`src/rtl/imu_spi_responder.sv`:
```
`default_nettype none
// +--------------------------------------------------------------------------+
// | Module      : imu_spi_responder                                          |
// | Description : SPI mode-3 responder emulating an IMU. Decodes R/W, MS and |
// |               6-bit address from the command byte, serves WHO_AM_I, 24   |
// |               scratch bytes and a per-frame snapshot of the XYZ samples. |
// |               Optional macro SPI_AUTOINC_EN honours the MS bit.          |
// | Revision    : 1.0 - initial release                                      |
// +--------------------------------------------------------------------------+
module imu_spi_responder #(
    parameter logic [7:0] WHO_AM_I    = 8'h6C,
    parameter int         SYNC_STAGES = 2
) (
    input  logic        clk,
    input  logic        rst_n,
    input  logic        CS,
    input  logic        SPC,
    input  logic        SDI,
    output logic        SDO,
    output logic        sdo_oe,
    input  logic [15:0] sample_x,
    input  logic [15:0] sample_y,
    input  logic [15:0] sample_z,
    output logic        wr_valid,
    output logic [5:0]  wr_addr,
    output logic [7:0]  wr_data,
    output logic        frame_done
);

    typedef enum logic [1:0] {
        IDLE = 2'd0,
        CMD  = 2'd1,
        DATA = 2'd2
    } state_t;

    state_t r_state;
    state_t w_state_next;

    logic [SYNC_STAGES-1:0] r_cs_sync;
    logic [SYNC_STAGES-1:0] r_spc_sync;
    logic [SYNC_STAGES-1:0] r_sdi_sync;
    logic                   r_cs_hist;
    logic                   r_spc_hist;

    logic       w_cs;
    logic       w_spc;
    logic       w_sdi;
    logic       w_cs_fall;
    logic       w_cs_rise;
    logic       w_spc_rise;
    logic       w_spc_fall;

    logic [2:0] r_bit_cnt;
    logic [6:0] r_shift;
    logic [7:0] r_tx;
    logic       r_rw;
`ifdef SPI_AUTOINC_EN
    logic       r_ms;
`endif
    logic [5:0] r_addr;

    logic [7:0]  r_scratch [0:23];
    logic [15:0] r_snap_x;
    logic [15:0] r_snap_y;
    logic [15:0] r_snap_z;

    logic [7:0] w_rx_byte;
    logic       w_cmd_done;
    logic       w_byte_done;
    logic [5:0] w_next_addr;
    logic [5:0] w_load_addr;
    logic [7:0] w_load_data;
    logic [4:0] w_load_idx;
    logic [4:0] w_wr_idx;
    logic       w_writable;
    logic       w_write_commit;

    // Synchronise the SPI pins into clk and keep one history flop for edge detection
    always_ff @(posedge clk) begin
        if (!rst_n) begin
            r_cs_sync  <= '1;
            r_spc_sync <= '1;
            r_sdi_sync <= '1;
            r_cs_hist  <= 1'b1;
            r_spc_hist <= 1'b1;
        end else begin
            r_cs_sync  <= {r_cs_sync[SYNC_STAGES-2:0], CS};
            r_spc_sync <= {r_spc_sync[SYNC_STAGES-2:0], SPC};
            r_sdi_sync <= {r_sdi_sync[SYNC_STAGES-2:0], SDI};
            r_cs_hist  <= r_cs_sync[SYNC_STAGES-1];
            r_spc_hist <= r_spc_sync[SYNC_STAGES-1];
        end
    end

    assign w_cs       = r_cs_sync[SYNC_STAGES-1];
    assign w_spc      = r_spc_sync[SYNC_STAGES-1];
    assign w_sdi      = r_sdi_sync[SYNC_STAGES-1];
    assign w_cs_fall  = r_cs_hist & ~w_cs;
    assign w_cs_rise  = ~r_cs_hist & w_cs;
    // SPC edges only count inside a frame; IDLE covers the CS-high case
    assign w_spc_rise = ~r_spc_hist & w_spc & (r_state != IDLE);
    assign w_spc_fall = r_spc_hist & ~w_spc & (r_state != IDLE);

    assign w_rx_byte   = {r_shift, w_sdi};
    assign w_cmd_done  = (r_state == CMD)  && w_spc_rise && (r_bit_cnt == 3'd7);
    assign w_byte_done = (r_state == DATA) && w_spc_rise && (r_bit_cnt == 3'd7);

`ifdef SPI_AUTOINC_EN
    assign w_next_addr = r_ms ? (r_addr + 6'd1) : r_addr;
`else
    assign w_next_addr = r_addr;
`endif

    // The byte to preload into TX: command address on the command byte, else the next address
    assign w_load_addr = (r_state == CMD) ? w_rx_byte[5:0] : w_next_addr;
    // Scratch index: address minus 0x10, valid for 0x10..0x27 using modulo-32 arithmetic
    assign w_load_idx  = w_load_addr[4:0] - 5'd16;
    assign w_wr_idx    = r_addr[4:0] - 5'd16;
    assign w_writable  = (r_addr >= 6'h10) && (r_addr <= 6'h27);
    assign w_write_commit = w_byte_done && !r_rw && w_writable;

    // Register map read decode
    always_comb begin
        w_load_data = 8'h00;
        case (w_load_addr)
            6'h0F:   w_load_data = WHO_AM_I;
            6'h28:   w_load_data = r_snap_x[7:0];
            6'h29:   w_load_data = r_snap_x[15:8];
            6'h2A:   w_load_data = r_snap_y[7:0];
            6'h2B:   w_load_data = r_snap_y[15:8];
            6'h2C:   w_load_data = r_snap_z[7:0];
            6'h2D:   w_load_data = r_snap_z[15:8];
            default: begin
                if ((w_load_addr >= 6'h10) && (w_load_addr <= 6'h27)) begin
                    w_load_data = r_scratch[w_load_idx];
                end
            end
        endcase
    end

    // Frame state register
    always_ff @(posedge clk) begin
        if (!rst_n) begin
            r_state <= IDLE;
        end else begin
            r_state <= w_state_next;
        end
    end

    // Frame next-state logic; CS rising always returns to IDLE
    always_comb begin
        w_state_next = r_state;
        case (r_state)
            IDLE: if (w_cs_fall) w_state_next = CMD;
            CMD: begin
                if (w_cs_rise)       w_state_next = IDLE;
                else if (w_cmd_done) w_state_next = DATA;
            end
            DATA: if (w_cs_rise) w_state_next = IDLE;
            default: w_state_next = IDLE;
        endcase
    end

    // Bit counter, command decode, TX shifting and write/frame strobes
    always_ff @(posedge clk) begin
        if (!rst_n) begin
            r_bit_cnt  <= 3'd0;
            r_shift    <= 7'd0;
            r_tx       <= 8'h00;
            r_rw       <= 1'b0;
`ifdef SPI_AUTOINC_EN
            r_ms       <= 1'b0;
`endif
            r_addr     <= 6'd0;
            SDO        <= 1'b0;
            sdo_oe     <= 1'b0;
            wr_valid   <= 1'b0;
            wr_addr    <= 6'd0;
            wr_data    <= 8'h00;
            frame_done <= 1'b0;
        end else begin
            wr_valid   <= 1'b0;
            frame_done <= w_cs_rise && ((r_state == DATA) || w_cmd_done);
            // A completed write byte commits even if CS rises in the same cycle
            if (w_write_commit) begin
                wr_valid <= 1'b1;
                wr_addr  <= r_addr;
                wr_data  <= w_rx_byte;
            end
            if ((r_state == IDLE) || w_cs_rise) begin
                r_bit_cnt <= 3'd0;
                SDO       <= 1'b0;
                sdo_oe    <= 1'b0;
            end else if (w_spc_rise) begin
                r_bit_cnt <= r_bit_cnt + 3'd1;
                r_shift   <= w_rx_byte[6:0];
                if (w_cmd_done) begin
                    r_rw   <= w_rx_byte[7];
`ifdef SPI_AUTOINC_EN
                    r_ms   <= w_rx_byte[6];
`endif
                    r_addr <= w_rx_byte[5:0];
                    r_tx   <= w_load_data;
                end else if (w_byte_done) begin
                    r_addr <= w_next_addr;
                    r_tx   <= w_load_data;
                end
            end else if (w_spc_fall && (r_state == DATA) && r_rw) begin
                SDO    <= r_tx[7];
                r_tx   <= {r_tx[6:0], 1'b0};
                sdo_oe <= 1'b1;
            end
        end
    end

    // Writable scratch bytes
    always_ff @(posedge clk) begin
        if (!rst_n) begin
            for (int i = 0; i < 24; i++) begin
                r_scratch[i] <= 8'h00;
            end
        end else if (w_write_commit) begin
            r_scratch[w_wr_idx] <= w_rx_byte;
        end
    end

    // Snapshot of the live samples at frame start; deliberately survives reset
    always_ff @(posedge clk) begin
        if (w_cs_fall) begin
            r_snap_x <= sample_x;
            r_snap_y <= sample_y;
            r_snap_z <= sample_z;
        end
    end

endmodule
`default_nettype wire

```
`config.mk`:
```
export PLATFORM = sky130hd
export DESIGN_NAME = imu_spi_responder
export DESIGN_NICKNAME = d
export VERILOG_FILES = /design/src/rtl/imu_spi_responder.sv
export SDC_FILE = /design/constraint.sdc
export NUM_CORES = 1
export LEC_CHECK = 0
export ABC_AREA = 1
export CAP_MARGIN = 20
export CORE_UTILIZATION = 40
export DETAILED_ROUTE_END_ITERATION = 7
export REMOVE_ABC_BUFFERS = 1
export SLEW_MARGIN = 20
export SYNTH_ARGS = -nofsm -noshare
export SYNTH_HDL_FRONTEND = slang
export SYNTH_SLANG_ARGS = --single-unit
```
`constraint.sdc`:
```
create_clock -name clk -period 3.01 [get_ports clk]
set_clock_uncertainty 0.15 [all_clocks]
set_input_delay 0.602 -clock clk [delete_from_list [all_inputs] [get_ports clk]]
set_output_delay 0.602 -clock clk [all_outputs]
set_load 0.005 [all_outputs]
```
-- Word-level counts from Yosys, hierarchy flattened
Memories as Yosys holds them, arrays and structs flattened.
Index checks and enable logic that the tools add are counted.
Widths: inputs -> output; s select.
- register bits after elaboration: 101
- bits in latches: 0
- bits in writable memories: 192
- bits in read-only memories: 0
- bits of input ports: 53
- output and inout bits: 18
- logic and storage cells: 98
- memories kept: 1
- memories (memory ; depth ; width ; rd ports ; clocked after Yosys merged registers in ; wr ports ; RTL line ; RTL):
    r_scratch ; 24 ; 8 ; 1 ; 0 ; 24 ; 62 ; logic [7:0] r_scratch [0:23];
- add/subtract/negate cells: 3
- $mul: 0
- divide/modulo/power cells: 0
- magnitude comparators: 4
- eq/ne operators: 14
- shift-type cells: 0
- multiplexer cells: 19
- bitwise operators: 13
- reductions and logical operators: 24
- operators with widths (cell ; number):
    $pmux 8 s7 ; 1
    $mux 8 ; 6
    $eq 6x6->1 const B ; 6
    $ge 6x5->1 const B ; 2
    $le 6x6->1 const B ; 2
    $logic_and 1x1->1 ; 11
    $sub 5x5->5 const B ; 2
    $reduce_and 3->1 ; 3
    $mux 2 ; 4
    $reduce_or 8->1 ; 1
    $not 1->1 ; 7
    $and 1x1->1 ; 6
    $eq 6x4->1 const B ; 1
    $mux 6 ; 1
    $pmux 2 s3 ; 1
    $mux 1 ; 5
    $mux 5 ; 1
    $ne 2x2->1 const B ; 2
    $reduce_and 2->1 ; 2
    $reduce_bool 2->1 ; 2
    $add 3x1->3 const B ; 1
    $eq 3x3->1 const B ; 1
    $ne 3x1->1 const B ; 1
    $ne 3x3->1 const B ; 1
    other kinds (6) ; 7

-- Logic depth before layout (Yosys ltp)
- depth after elaboration: 12
- mapped depth: 18
- gate-level depth less buffers: 17

-- Worst setup path before layout
OpenSTA, ideal clock, no wires.
- path type: reg2reg
- from: register r_cs_hist
- to: register r_snap_x[0] (enable)
- setup time: 457 ps
- data arrival time: 2412 ps
- data required time: 2403 ps
- slack: -9 ps
- stages on the path, launching flop included: 3
- path buffers: 0
- period minus slack after synthesis: 3019 ps
- path through: dfxtp_1 inv_1 nor2_1
- longest elaborated chain between the ends: 1
- ends and longest elaborated chain (what ; RTL line ; RTL):
    start, declared ; 42 ; logic r_cs_hist;
    start signal, assigned ; 90 ; r_cs_hist <= r_cs_sync[SYNC_STAGES-1];
    $and 1x1->1 ; 98 ; assign w_cs_fall = r_cs_hist & ~w_cs;
    net w_cs_fall ; 48 ; logic w_cs_fall;
    end signal, assigned ; 230 ; r_snap_x <= sample_x;
    end, declared ; 63 ; logic [15:0] r_snap_x;
The timed path passes the listed nets, and every way through them passes these cells.
A chain may end at the register's enable or synchronous reset.

==> impl_metrics.env <==
export IMPL_rsz0062_at_grt="no"
export IMPL_fmax_mhz=354
export IMPL_wl_per_cell_microns=16.8
export IMPL_r2r_start="r_state[1]$_SDFFE_PN0P_"
export IMPL_hpwl_microns=28400
export IMPL_grt_pass1_wl_microns=67900
export IMPL_maxSlewHeadroom=0.510
export IMPL_ys_warn_count=0
export IMPL_cts_max_path_buffers=3
export IMPL_power_density_nw_per_um2=575
export IMPL_grt_start_max_net_pins=64
export IMPL_hold_viol_final=0
export IMPL_grt_util_met2=0.343
export IMPL_hold_class="flip-flop to flip-flop"
export IMPL_dpl_worst_slack_ns=0.239
export IMPL_gp_congestion=0.894
export IMPL_hold_path_end="r_cs_sync[1]$_SDFF_PN1_"
export IMPL_cts_tree="built"
export IMPL_antenna_cells=0
export IMPL_busiest_layer="met2"
export IMPL_final_nets=2090
export IMPL_die_h_microns=207
export IMPL_synthesis_area_sq_um=16700
export IMPL_met1_usage=0.280
export IMPL_setup_slack_ns=0.189
export IMPL_hold_buffers=0
export IMPL_async_flop_share=0
export IMPL_setup_violations_final=0
export IMPL_yosysMostFrequentCell="nand2_1"
export IMPL_synth_distinct_cells=32
export IMPL_fp_dieW_microns=207
export IMPL_worstSetupEndpointType="flip-flop"
export IMPL_pin_count=71
export IMPL_synth_ff_type="edfxtp_1"
export IMPL_cts_resized=0
export IMPL_critPathKind="flip-flop to flip-flop"
export IMPL_antenna_left=0
export IMPL_path_clk_slew_ns=0.06
export IMPL_via_per_inst=4.85
export IMPL_grtUsageTotal=0.211
export IMPL_rows=74
export IMPL_dr_pass1_iters=5
export IMPL_p_leak_nw=8.46
export IMPL_portBuffers=70
export IMPL_wl_microns=43700
export IMPL_die_area_sq_um=42700
export IMPL_maxCapViolations=0
export IMPL_critPathLaunchType="flip-flop"
export IMPL_r2r_end="r_scratch[12][0]$_SDFFCE_PN0P_"
export IMPL_drt_first_iter_violations=986
export IMPL_slew_violations=0
export IMPL_status="finished, final reports clean"
export IMPL_yosysSeqAreaShare=0.609
export IMPL_met3_usage=0.0319
export IMPL_synth_common_cells="676 x nand2_1, 304 x edfxtp_1, 251 x nor2_1"
export IMPL_cts_max_level=2
export IMPL_final_cells=2599
export IMPL_drive_gt1_frac=0.0914
export IMPL_netlist_instances=1895
export IMPL_worst_pin_slew_ns=0.735
export IMPL_r2r_slack_ns=0.19
export IMPL_crit_required_ns=3.05
export IMPL_worstRegToRegCells=10
export IMPL_postSynthAreaPerCell_sq_um=8.83
export IMPL_synth_top_cell_by_area="edfxtp_1"
export IMPL_core_area_sq_um=41000
export IMPL_finalInstanceArea_sq_um=19800
export IMPL_dp_cells=2525
export IMPL_syn_to_final_growth_pct=18.1
export IMPL_vias=12605
export IMPL_synth_area_top_cells="edfxtp_1 55%, nand2_1 15%, dfxtp_1 6.3%"
export IMPL_finalCriticalPeriod_ns=2.82
export IMPL_overflow=0
export IMPL_numCtsBuffers=40
export IMPL_ir_worst_vdd_mv=0.471
export IMPL_cts_root_buf="clkbuf_16"
export IMPL_worst_skew_pair_late_latency_ns=0.54
export IMPL_critPathMaxFanout=9
export IMPL_synth_top_cell_area_share=0.546
export IMPL_antenna_found_initial=0
export IMPL_clock_sinks=357
export IMPL_grt_pass1_vias=12234
export IMPL_synth_edf_count=304
export IMPL_drc=0
export IMPL_initial_utilization=0.408
export IMPL_ys_ff_latch=357
export IMPL_cts_post_setup_buffers_inserted=0
export IMPL_period_share=0.937
export IMPL_worstHoldStart="r_cs_sync[0]$_SDFF_PN1_"
export IMPL_critPathArrivalTime_ns=2.86
export IMPL_whs_path_depth=1
export IMPL_placed_cell_area_sq_um=18400
==> layout make-up <==
type	count	area, sq um
sequential	357	10200
timing repair buffer	120	1110
clock buffer	52	1100
clock inverter	22	275
fill	3936	21300
tap	532	666
inverter	238	893
multi-input combinational	1278	5530
==> critical path: stages, from the launching register on <==
cell and delay [ns]:
dfxtp_1 0.34, inv_2 0.08, nor2_1 0.17, inv_2 0.09, a2111oi_4 0.28, nand2_2 0.11
nor2_2 0.15, nand2_1 0.26, nor2_4 0.32, nand2_2 0.17, nand2_1 0.33
==> metal layers <==
metal  wire length (microns)  up-vias
met4                    1460        0
met1                   18900     5944
met3                    2900       96
met5                       0        -
met2                   20400      386
li1                        -     6179
==> worst max-delay path by stage <==
stage          cells after the start                        endpoint                    start  slack [ns]
2_1_floorplan                     10            r_tx[0]$_SDFFE_PN0P_  r_state[0]$_SDFFE_PN0P_       -0.99
3_3_place_gp                      10   r_scratch[1][7]$_SDFFCE_PN0P_  r_state[1]$_SDFFE_PN0P_        0.34
3_5_place_dp                      10  r_scratch[12][0]$_SDFFCE_PN0P_  r_state[1]$_SDFFE_PN0P_        0.24
4_1_cts                           10  r_scratch[12][0]$_SDFFCE_PN0P_  r_state[1]$_SDFFE_PN0P_        0.21
5_1_grt                           10  r_scratch[12][3]$_SDFFCE_PN0P_  r_state[1]$_SDFFE_PN0P_        0.02
6_report                          10  r_scratch[12][0]$_SDFFCE_PN0P_  r_state[1]$_SDFFE_PN0P_        0.19
==> flip-flops by register name (all words and copies together), names as in the netlist, 2 cells and up <==
signal	cells
r_state	2
r_addr	6
r_scratch	256
r_bit_cnt	3
r_snap_x	16
r_cs_sync	2
r_shift	7
r_spc_sync	2
r_sdi_sync	2
r_tx	8
wr_addr	6
r_snap_y	16
wr_data	8
r_snap_z	16
==> per-stage QoR <==
step | power (W) | utilization | TNS [ns] | hold WS [ns]
2_1_floorplan | 0.00610 | - | -8.21 | 0.243
5_1_grt | 0.0117 | 0.482 | 0 | 0.281
6_report | 0.0114 | 0.482 | 0 | 0.262
3_3_place_gp | 0.00638 | 0.448 | 0 | 0.248
4_1_cts | 0.0114 | 0.482 | 0 | 0.262
3_5_place_dp | 0.00639 | 0.448 | 0 | 0.248
==> cells in the final DEF, fill, tap and decap left out, drive strengths merged <==
master / Yosys / layout
a2111oi: 1 / 1
a21oi: 43 / 43
buf: 39 / 51
bufinv: 0 / 6
clkbuf: 46 / 52
clkdlybuf4s50: 0 / 69
clkinv: 4 / 17
clkinvlp: 0 / 2
conb: 1 / 64
dfxtp: 53 / 53
edfxtp: 304 / 304
ha: 2 / 2
inv: 234 / 235
nand2: 706 / 706
nand3: 97 / 97
nand3b: 35 / 35
nand4: 4 / 4
nor2: 266 / 266
nor3: 5 / 5
nor3b: 3 / 3
o21ai: 45 / 45
or2: 7 / 7
==> power by group <==
part	internal, W	switching (W)
Combinational	0.000234	0.000457
Clock	0.00310	0.00197
Sequential	0.00555	0.0000557
Total	0.00888	0.00248
==> kinds of logic (layout without fill, tap and decap cells) <==
kind of cell / after synthesis / after routing / share of synthesized area
simple gates: 1123 / 1123 / 0.283
flops: 357 / 357 / 0.609
buf+inv: 323 / 432 / 0.0767
compound gates: 89 / 89 / 0.0295
fa+ha+maj: 2 / 2 / 0.00150
other cells: 1 / 64 / 0.000224
Power figures use the tool's default switching activity.
